`src/rtl/mem_ctrl_if.sv`:
```
// Bundle shared by the fetch stage, the MEM stage, mem_ctrl and the byte-wide RAM port.
// The slave modport is the controller's view; master is the view of everything around it.
interface mem_ctrl_if;
  logic        if_enable_i;
  logic [31:0] if_addr_i;
  logic        if_jump_i;
  logic        is_if_output_o;
  logic        inst_ready_o;
  logic [31:0] inst_o;

  logic        mem_enable_i;
  logic        mem_wr_i;
  logic [31:0] mem_addr_i;
  logic [1:0]  mem_len_i;
  logic [31:0] mem_data_i;
  logic        mem_ready_o;
  logic [31:0] mem_data_o;

  logic [7:0]  ram_din_i;
  logic [7:0]  ram_dout_o;
  logic [31:0] ram_a_o;
  logic        ram_wr_o;

  modport slave (
    input  if_enable_i, if_addr_i, if_jump_i,
    input  mem_enable_i, mem_wr_i, mem_addr_i, mem_len_i, mem_data_i,
    input  ram_din_i,
    output is_if_output_o, inst_ready_o, inst_o,
    output mem_ready_o, mem_data_o,
    output ram_dout_o, ram_a_o, ram_wr_o
  );

  modport master (
    output if_enable_i, if_addr_i, if_jump_i,
    output mem_enable_i, mem_wr_i, mem_addr_i, mem_len_i, mem_data_i,
    output ram_din_i,
    input  is_if_output_o, inst_ready_o, inst_o,
    input  mem_ready_o, mem_data_o,
    input  ram_dout_o, ram_a_o, ram_wr_o
  );
endinterface

```
`src/rtl/mem_ctrl.sv`:
```
// Shares one byte-wide synchronous RAM between instruction fetch and MEM-stage loads/stores,
// serializing each access into little-endian byte transfers with a one-cycle ready pulse.
module mem_ctrl (
  input  logic      clk,
  input  logic      rst,
  mem_ctrl_if.slave bus
);

  typedef enum logic [1:0] {IDLE, IF_READ, MEM_READ, MEM_WRITE} state_e;

  state_e      state_q, state_d;
  logic [2:0]  cnt_q, cnt_d;
  logic [2:0]  nbytes_q, nbytes_d;
  logic [31:0] base_q, base_d;
  logic [31:0] wdata_q, wdata_d;
  logic [31:0] rdata_q, rdata_d;

  logic [31:0] ram_a_q, ram_a_d;
  logic        ram_wr_q, ram_wr_d;
  logic [7:0]  ram_dout_q, ram_dout_d;
  logic        inst_ready_q, inst_ready_d;
  logic [31:0] inst_q, inst_d;
  logic        mem_ready_q, mem_ready_d;
  logic [31:0] mem_data_q, mem_data_d;

  logic [2:0]  next_k;
  logic [1:0]  cap_idx;
  logic [2:0]  mem_nbytes;

  // RAM data lags its address by one cycle, so the byte arriving now belongs to index cnt-1.
  assign next_k     = cnt_q + 3'd1;
  assign cap_idx    = cnt_q[1:0] - 2'd1;
  assign mem_nbytes = (bus.mem_len_i == 2'd0) ? 3'd1 :
                      (bus.mem_len_i == 2'd1) ? 3'd2 : 3'd4;

  assign bus.is_if_output_o = (state_q == IF_READ) || ((state_q == IDLE) && !bus.mem_enable_i);
  assign bus.inst_ready_o   = inst_ready_q;
  assign bus.inst_o         = inst_q;
  assign bus.mem_ready_o    = mem_ready_q;
  assign bus.mem_data_o     = mem_data_q;
  assign bus.ram_a_o        = ram_a_q;
  assign bus.ram_wr_o       = ram_wr_q;
  assign bus.ram_dout_o     = ram_dout_q;

  always_comb begin
    state_d      = state_q;
    cnt_d        = cnt_q;
    nbytes_d     = nbytes_q;
    base_d       = base_q;
    wdata_d      = wdata_q;
    rdata_d      = rdata_q;
    ram_a_d      = 32'd0;
    ram_wr_d     = 1'b0;
    ram_dout_d   = 8'd0;
    inst_ready_d = 1'b0;
    inst_d       = inst_q;
    mem_ready_d  = 1'b0;
    mem_data_d   = mem_data_q;

    case (state_q)
      IDLE: begin
        if (bus.mem_enable_i) begin
          base_d   = bus.mem_addr_i;
          wdata_d  = bus.mem_data_i;
          nbytes_d = mem_nbytes;
          cnt_d    = 3'd0;
          rdata_d  = 32'd0;
          ram_a_d  = bus.mem_addr_i;
          if (bus.mem_wr_i) begin
            state_d    = MEM_WRITE;
            ram_wr_d   = 1'b1;
            ram_dout_d = bus.mem_data_i[7:0];
          end else begin
            state_d = MEM_READ;
          end
        end else if (bus.if_enable_i && !bus.if_jump_i) begin
          state_d  = IF_READ;
          base_d   = bus.if_addr_i;
          nbytes_d = 3'd4;
          cnt_d    = 3'd0;
          rdata_d  = 32'd0;
          ram_a_d  = bus.if_addr_i;
        end
      end

      IF_READ, MEM_READ: begin
        if ((state_q == IF_READ) && bus.if_jump_i) begin
          state_d = IDLE;
          cnt_d   = 3'd0;
        end else begin
          if (cnt_q != 3'd0) begin
            rdata_d[{cap_idx, 3'b000} +: 8] = bus.ram_din_i;
          end
          if (cnt_q == nbytes_q) begin
            state_d = IDLE;
            cnt_d   = 3'd0;
            if (state_q == IF_READ) begin
              inst_ready_d = 1'b1;
              inst_d       = rdata_d;
            end else begin
              mem_ready_d = 1'b1;
              mem_data_d  = rdata_d;
            end
          end else begin
            cnt_d = next_k;
            if (next_k < nbytes_q) begin
              ram_a_d = base_q + {29'd0, next_k};
            end
          end
        end
      end

      MEM_WRITE: begin
        if (next_k < nbytes_q) begin
          cnt_d      = next_k;
          ram_wr_d   = 1'b1;
          ram_a_d    = base_q + {29'd0, next_k};
          ram_dout_d = wdata_q[{next_k[1:0], 3'b000} +: 8];
        end else begin
          state_d     = IDLE;
          cnt_d       = 3'd0;
          mem_ready_d = 1'b1;
        end
      end

      default: begin
        state_d = IDLE;
        cnt_d   = 3'd0;
      end
    endcase
  end

  always_ff @(posedge clk) begin
    if (rst) begin
      state_q      <= IDLE;
      cnt_q        <= 3'd0;
      nbytes_q     <= 3'd0;
      base_q       <= 32'd0;
      wdata_q      <= 32'd0;
      rdata_q      <= 32'd0;
      ram_a_q      <= 32'd0;
      ram_wr_q     <= 1'b0;
      ram_dout_q   <= 8'd0;
      inst_ready_q <= 1'b0;
      inst_q       <= 32'd0;
      mem_ready_q  <= 1'b0;
      mem_data_q   <= 32'd0;
    end else begin
      state_q      <= state_d;
      cnt_q        <= cnt_d;
      nbytes_q     <= nbytes_d;
      base_q       <= base_d;
      wdata_q      <= wdata_d;
      rdata_q      <= rdata_d;
      ram_a_q      <= ram_a_d;
      ram_wr_q     <= ram_wr_d;
      ram_dout_q   <= ram_dout_d;
      inst_ready_q <= inst_ready_d;
      inst_q       <= inst_d;
      mem_ready_q  <= mem_ready_d;
      mem_data_q   <= mem_data_d;
    end
  end

endmodule
```
`src/flat_wrapper.sv`:
```
// flat-port wrapper written by rule: the top's interface ports become plain ports
module mem_ctrl_flat 
  (clk, rst, bus_if_enable_i, bus_if_addr_i, bus_if_jump_i, bus_mem_enable_i, bus_mem_wr_i, bus_mem_addr_i, bus_mem_len_i, bus_mem_data_i, bus_ram_din_i, bus_is_if_output_o, bus_inst_ready_o, bus_inst_o, bus_mem_ready_o, bus_mem_data_o, bus_ram_dout_o, bus_ram_a_o, bus_ram_wr_o);
  mem_ctrl_if bus_i ();
  input  logic clk;
  input  logic rst;
  input wire logic [$bits(bus_i.if_enable_i)-1:0] bus_if_enable_i;
  input wire logic [$bits(bus_i.if_addr_i)-1:0] bus_if_addr_i;
  input wire logic [$bits(bus_i.if_jump_i)-1:0] bus_if_jump_i;
  input wire logic [$bits(bus_i.mem_enable_i)-1:0] bus_mem_enable_i;
  input wire logic [$bits(bus_i.mem_wr_i)-1:0] bus_mem_wr_i;
  input wire logic [$bits(bus_i.mem_addr_i)-1:0] bus_mem_addr_i;
  input wire logic [$bits(bus_i.mem_len_i)-1:0] bus_mem_len_i;
  input wire logic [$bits(bus_i.mem_data_i)-1:0] bus_mem_data_i;
  input wire logic [$bits(bus_i.ram_din_i)-1:0] bus_ram_din_i;
  output wire logic [$bits(bus_i.is_if_output_o)-1:0] bus_is_if_output_o;
  output wire logic [$bits(bus_i.inst_ready_o)-1:0] bus_inst_ready_o;
  output wire logic [$bits(bus_i.inst_o)-1:0] bus_inst_o;
  output wire logic [$bits(bus_i.mem_ready_o)-1:0] bus_mem_ready_o;
  output wire logic [$bits(bus_i.mem_data_o)-1:0] bus_mem_data_o;
  output wire logic [$bits(bus_i.ram_dout_o)-1:0] bus_ram_dout_o;
  output wire logic [$bits(bus_i.ram_a_o)-1:0] bus_ram_a_o;
  output wire logic [$bits(bus_i.ram_wr_o)-1:0] bus_ram_wr_o;
  assign bus_i.if_enable_i = bus_if_enable_i;
  assign bus_i.if_addr_i = bus_if_addr_i;
  assign bus_i.if_jump_i = bus_if_jump_i;
  assign bus_i.mem_enable_i = bus_mem_enable_i;
  assign bus_i.mem_wr_i = bus_mem_wr_i;
  assign bus_i.mem_addr_i = bus_mem_addr_i;
  assign bus_i.mem_len_i = bus_mem_len_i;
  assign bus_i.mem_data_i = bus_mem_data_i;
  assign bus_i.ram_din_i = bus_ram_din_i;
  assign bus_is_if_output_o = bus_i.is_if_output_o;
  assign bus_inst_ready_o = bus_i.inst_ready_o;
  assign bus_inst_o = bus_i.inst_o;
  assign bus_mem_ready_o = bus_i.mem_ready_o;
  assign bus_mem_data_o = bus_i.mem_data_o;
  assign bus_ram_dout_o = bus_i.ram_dout_o;
  assign bus_ram_a_o = bus_i.ram_a_o;
  assign bus_ram_wr_o = bus_i.ram_wr_o;
  mem_ctrl u_core (.clk(clk), .rst(rst), .bus(bus_i));
endmodule
```
`config.mk`:
```
export PLATFORM = sky130hd
export DESIGN_NAME = mem_ctrl_flat
export DESIGN_NICKNAME = d
export VERILOG_FILES = /design/src/rtl/mem_ctrl_if.sv /design/src/rtl/mem_ctrl.sv /design/src/flat_wrapper.sv
export SDC_FILE = /design/constraint.sdc
export NUM_CORES = 1
export LEC_CHECK = 0
export CORE_MARGIN = 4
export CORE_UTILIZATION = 40
export DETAILED_ROUTE_END_ITERATION = 7
export GPL_TIMING_DRIVEN = 0
export PLACE_DENSITY_LB_ADDON = 0.05
export SLEW_MARGIN = 0
export SYNTH_ARGS = -nofsm -noshare
export SYNTH_HDL_FRONTEND = slang
export SYNTH_SLANG_ARGS = --single-unit
```
`constraint.sdc`:
```
create_clock -name clk -period 3.15 [get_ports clk]
set_input_delay 0.315 -clock clk [delete_from_list [all_inputs] [get_ports clk]]
set_output_delay 0.315 -clock clk [all_outputs]
set_load 0.05 [all_outputs]
```
==> out/summary.txt <==
status: finished clean
Max Cap Viol: 0
hold path startpoint: bus_mem_data_i[21]
placed instance area: 11700 µm²
WS Path Type: reg2reg
final max-slew violation count: 0
DRT iter0 DRCs: 480
Chip Height: 159 µm
Final Setup Violations: 0
H-tree depth: 1
worst vdd ir: 0.363 mV
Async S/R FF share, synth: 0
GPL Wtd Cong: 0.798
CP Data Required Time: 3.51 ns
Clock transition at path regs: 0.06 ns
Synth warnings: 0
die area: 25300 µm²
via count: 8538
ANT nets after route: 0
Final min period: 2.96 ns
Num CTS Buffers: 24
Top FF cell, synth: dfxtp_1
initial cell density of the core: 0.405
RSZ-0062 raised after global routing: no
Slew HR: 0.363
Worst-Margin Slew: 0.952 ns
maximum clock path buffer count: 3
core area: 22600 µm²
Synthesized Nets: 1151
commonest non-fill, non-tap cell in the layout: clkdlybuf4s50_1
HPWL after DPL: 21700 µm
Worst Path Arrival: 3.33 ns
per-cell routed wire length: 18.9 µm
Placement Rows: 55
Final period util: 0.940
setup ws final: 0.187 ns
initial antenna violation count: 0
Post-Syn Instances: 1020
first-pass GRT wire length: 46100 µm
Final Hold Fails: 0
critical path peak fanout: 10
fin area: 12600 µm²
TritonCTS clock tree: done
flops & latches, synth: 211
post-route insts no fill: 1572
clock skew: 0.00952 ns
detailed-router iteration count before antenna repair: 4
maximum clock rate: 338 MHz
TritonCTS Sinks: 211
Leak: 4.33 nW
power per cell area: 775 nW/µm²
vias per std cell: 5.43
pre-CTS WS: -0.811 ns
setup_tns: 0 ns
register area share after synthesis: 0.462
DRC viols: 0
largest net degree at the start of global routing: 13
Layout Area Growth over Synthesis: 37.9%
most frequent cells in the layout: clkdlybuf4s50_1, dfxtp_1, nor2_1
Fin Hold WS: 0.354 ns
fin nets: 1401
Inst Count DP: 1524
CP endpoint kind: flop
worst hold path type: in2reg
total global routing track utilization: 0.223
GRT overflow: 0
Post-synth EDFFs: 0
fraction of layout cells with a size suffix above 1: 0.0769
IO Port Bufs: 219
antenna cell count: 0
wirelength, routed: 29700 µm
Post-Syn Area: 9140 µm²
CTS Root Buffer Type: clkbuf_16
vias in the first global route: 8179
synth unique cells: 54
CP startpoint: u_core.cnt_q[0]$_SDFFE_PP0P_
CP Launch Type: flop
Final Power: 9.77 mW
Mean Syn Cell Area: 8.96 µm²
Reg2Reg Launch Point: u_core.cnt_q[0]$_SDFFE_PP0P_
final core occ: 0.559
clk_lat worst skew: 0.51 ns
I/O pin count: 220
Die Wd: 159 µm
-- flip-flops by register name, indices dropped and copies added, names as in the netlist --
name,flops
u_core.base_q,32
u_core.bus.inst_o,32
u_core.bus.inst_ready_o,1
u_core.bus.mem_data_o,32
u_core.bus.mem_ready_o,1
u_core.bus.ram_a_o,32
u_core.bus.ram_dout_o,8
u_core.bus.ram_wr_o,1
u_core.cnt_q,3
u_core.nbytes_q,3
u_core.rdata_q,32
u_core.state_q,2
u_core.wdata_q,32
-- power breakdown --
part           total (mW)  internal, mW  switching (mW)  leakage [nW]
Combinational        3.62          1.25            2.37          2.21
Clock                2.77          1.67            1.10         0.391
Sequential           3.38          3.10           0.279          1.72
-- worst paths after layout --
path	end	slack (ns)	cells past startpoint
setup reg to reg	u_core.bus.ram_a_o[14]$_SDFF_PP0_	0.19	13
setup / recovery	u_core.bus.ram_a_o[14]$_SDFF_PP0_	0.19	13
hold reg to reg	u_core.wdata_q[9]$_SDFFE_PP0P_	0.45	2
hold / removal	u_core.wdata_q[21]$_SDFFE_PP0P_	0.35	3
-- timing repair --
action                                  in CTS  in global routing
hold buffers                                 0                  0
gates resized for setup                     15                  5
endpoints found under the setup margin      25                 15
pin swaps                                    1                  1
buffers inserted                             5                  0
hold endpoints to repair                     0                  0
-- synthesized netlist by cell type, types with 3 or more instances --
| cell type | n | share of area |
|---|---|---|
| a2bb2oi_1 | 24 | 0.023 |
| and3_1 | 4 | 0.0027 |
| inv_1 | 14 | 0.0057 |
| o22ai_1 | 6 | 0.0041 |
| nor2_1 | 135 | 0.055 |
| xor2_1 | 6 | 0.0057 |
| a22o_1 | 15 | 0.014 |
| o22ai_2 | 10 | 0.014 |
| a22oi_1 | 59 | 0.048 |
| and4_1 | 6 | 0.0057 |
| and2_1 | 3 | 0.0021 |
| xnor2_1 | 23 | 0.022 |
| buf_1 | 13 | 0.0053 |
| nor4_1 | 9 | 0.0062 |
| clkbuf_1 | 47 | 0.019 |
| nand4_1 | 9 | 0.0062 |
| nand2_1 | 132 | 0.054 |
| ha_1 | 18 | 0.025 |
| dfxtp_1 | 211 | 0.46 |
| buf_2 | 16 | 0.0088 |
| or4_1 | 4 | 0.0033 |
| o21ai_0 | 6 | 0.0033 |
| mux4_2 | 8 | 0.020 |
| mux2i_1 | 16 | 0.018 |
| nand3_1 | 6 | 0.0033 |
| a21oi_1 | 78 | 0.043 |
| a211oi_1 | 82 | 0.067 |
| nor2b_1 | 4 | 0.0027 |
| nand2b_1 | 11 | 0.0075 |
| nor3b_1 | 5 | 0.0041 |
| nor3_1 | 11 | 0.0060 |
-- critical path, stage by stage (launching register included) --
cell,delay (ns)
dfxtp_4,0.36
buf_8,0.16
inv_1,0.12
ha_4,0.34
buf_6,0.18
inv_1,0.11
fa_2,0.40
nor2b_4,0.15
o2111ai_4,0.22
buf_4,0.25
buf_4,0.13
o21a_1,0.16
o21ai_0,0.15
a21oi_1,0.08
-- layout make-up --
cell class	count	area, µm²
fillers	2171	9960
flip-flops and latches	211	4230
clock buffers	36	727
repair buffers	224	2230
clock inverters	7	62.6
plain buffers	76	323
multi-input cells	719	4630
inverters	14	52.6
well taps	285	357
-- kinds of logic after synthesis --
kind of cell	synth area share
buffers and inverters	0.0392
adder cells (fa/ha/maj)	0.0268
XOR/XNOR	0.0278
AND/OR/NAND/NOR	0.170
multiplexers	0.0372
flip-flops	0.462
AO/OA/AOI/OAI	0.237
-- routing by layer --
metal  global-route usage  up-vias  share of wire
met2                0.362      270           0.46
met5                    0        -              0
met3               0.0401       50          0.061
met1                0.308     4020           0.45
met4               0.0596        0          0.023
li1                     -     4198              -
Power figures use the tool's default switching activity.
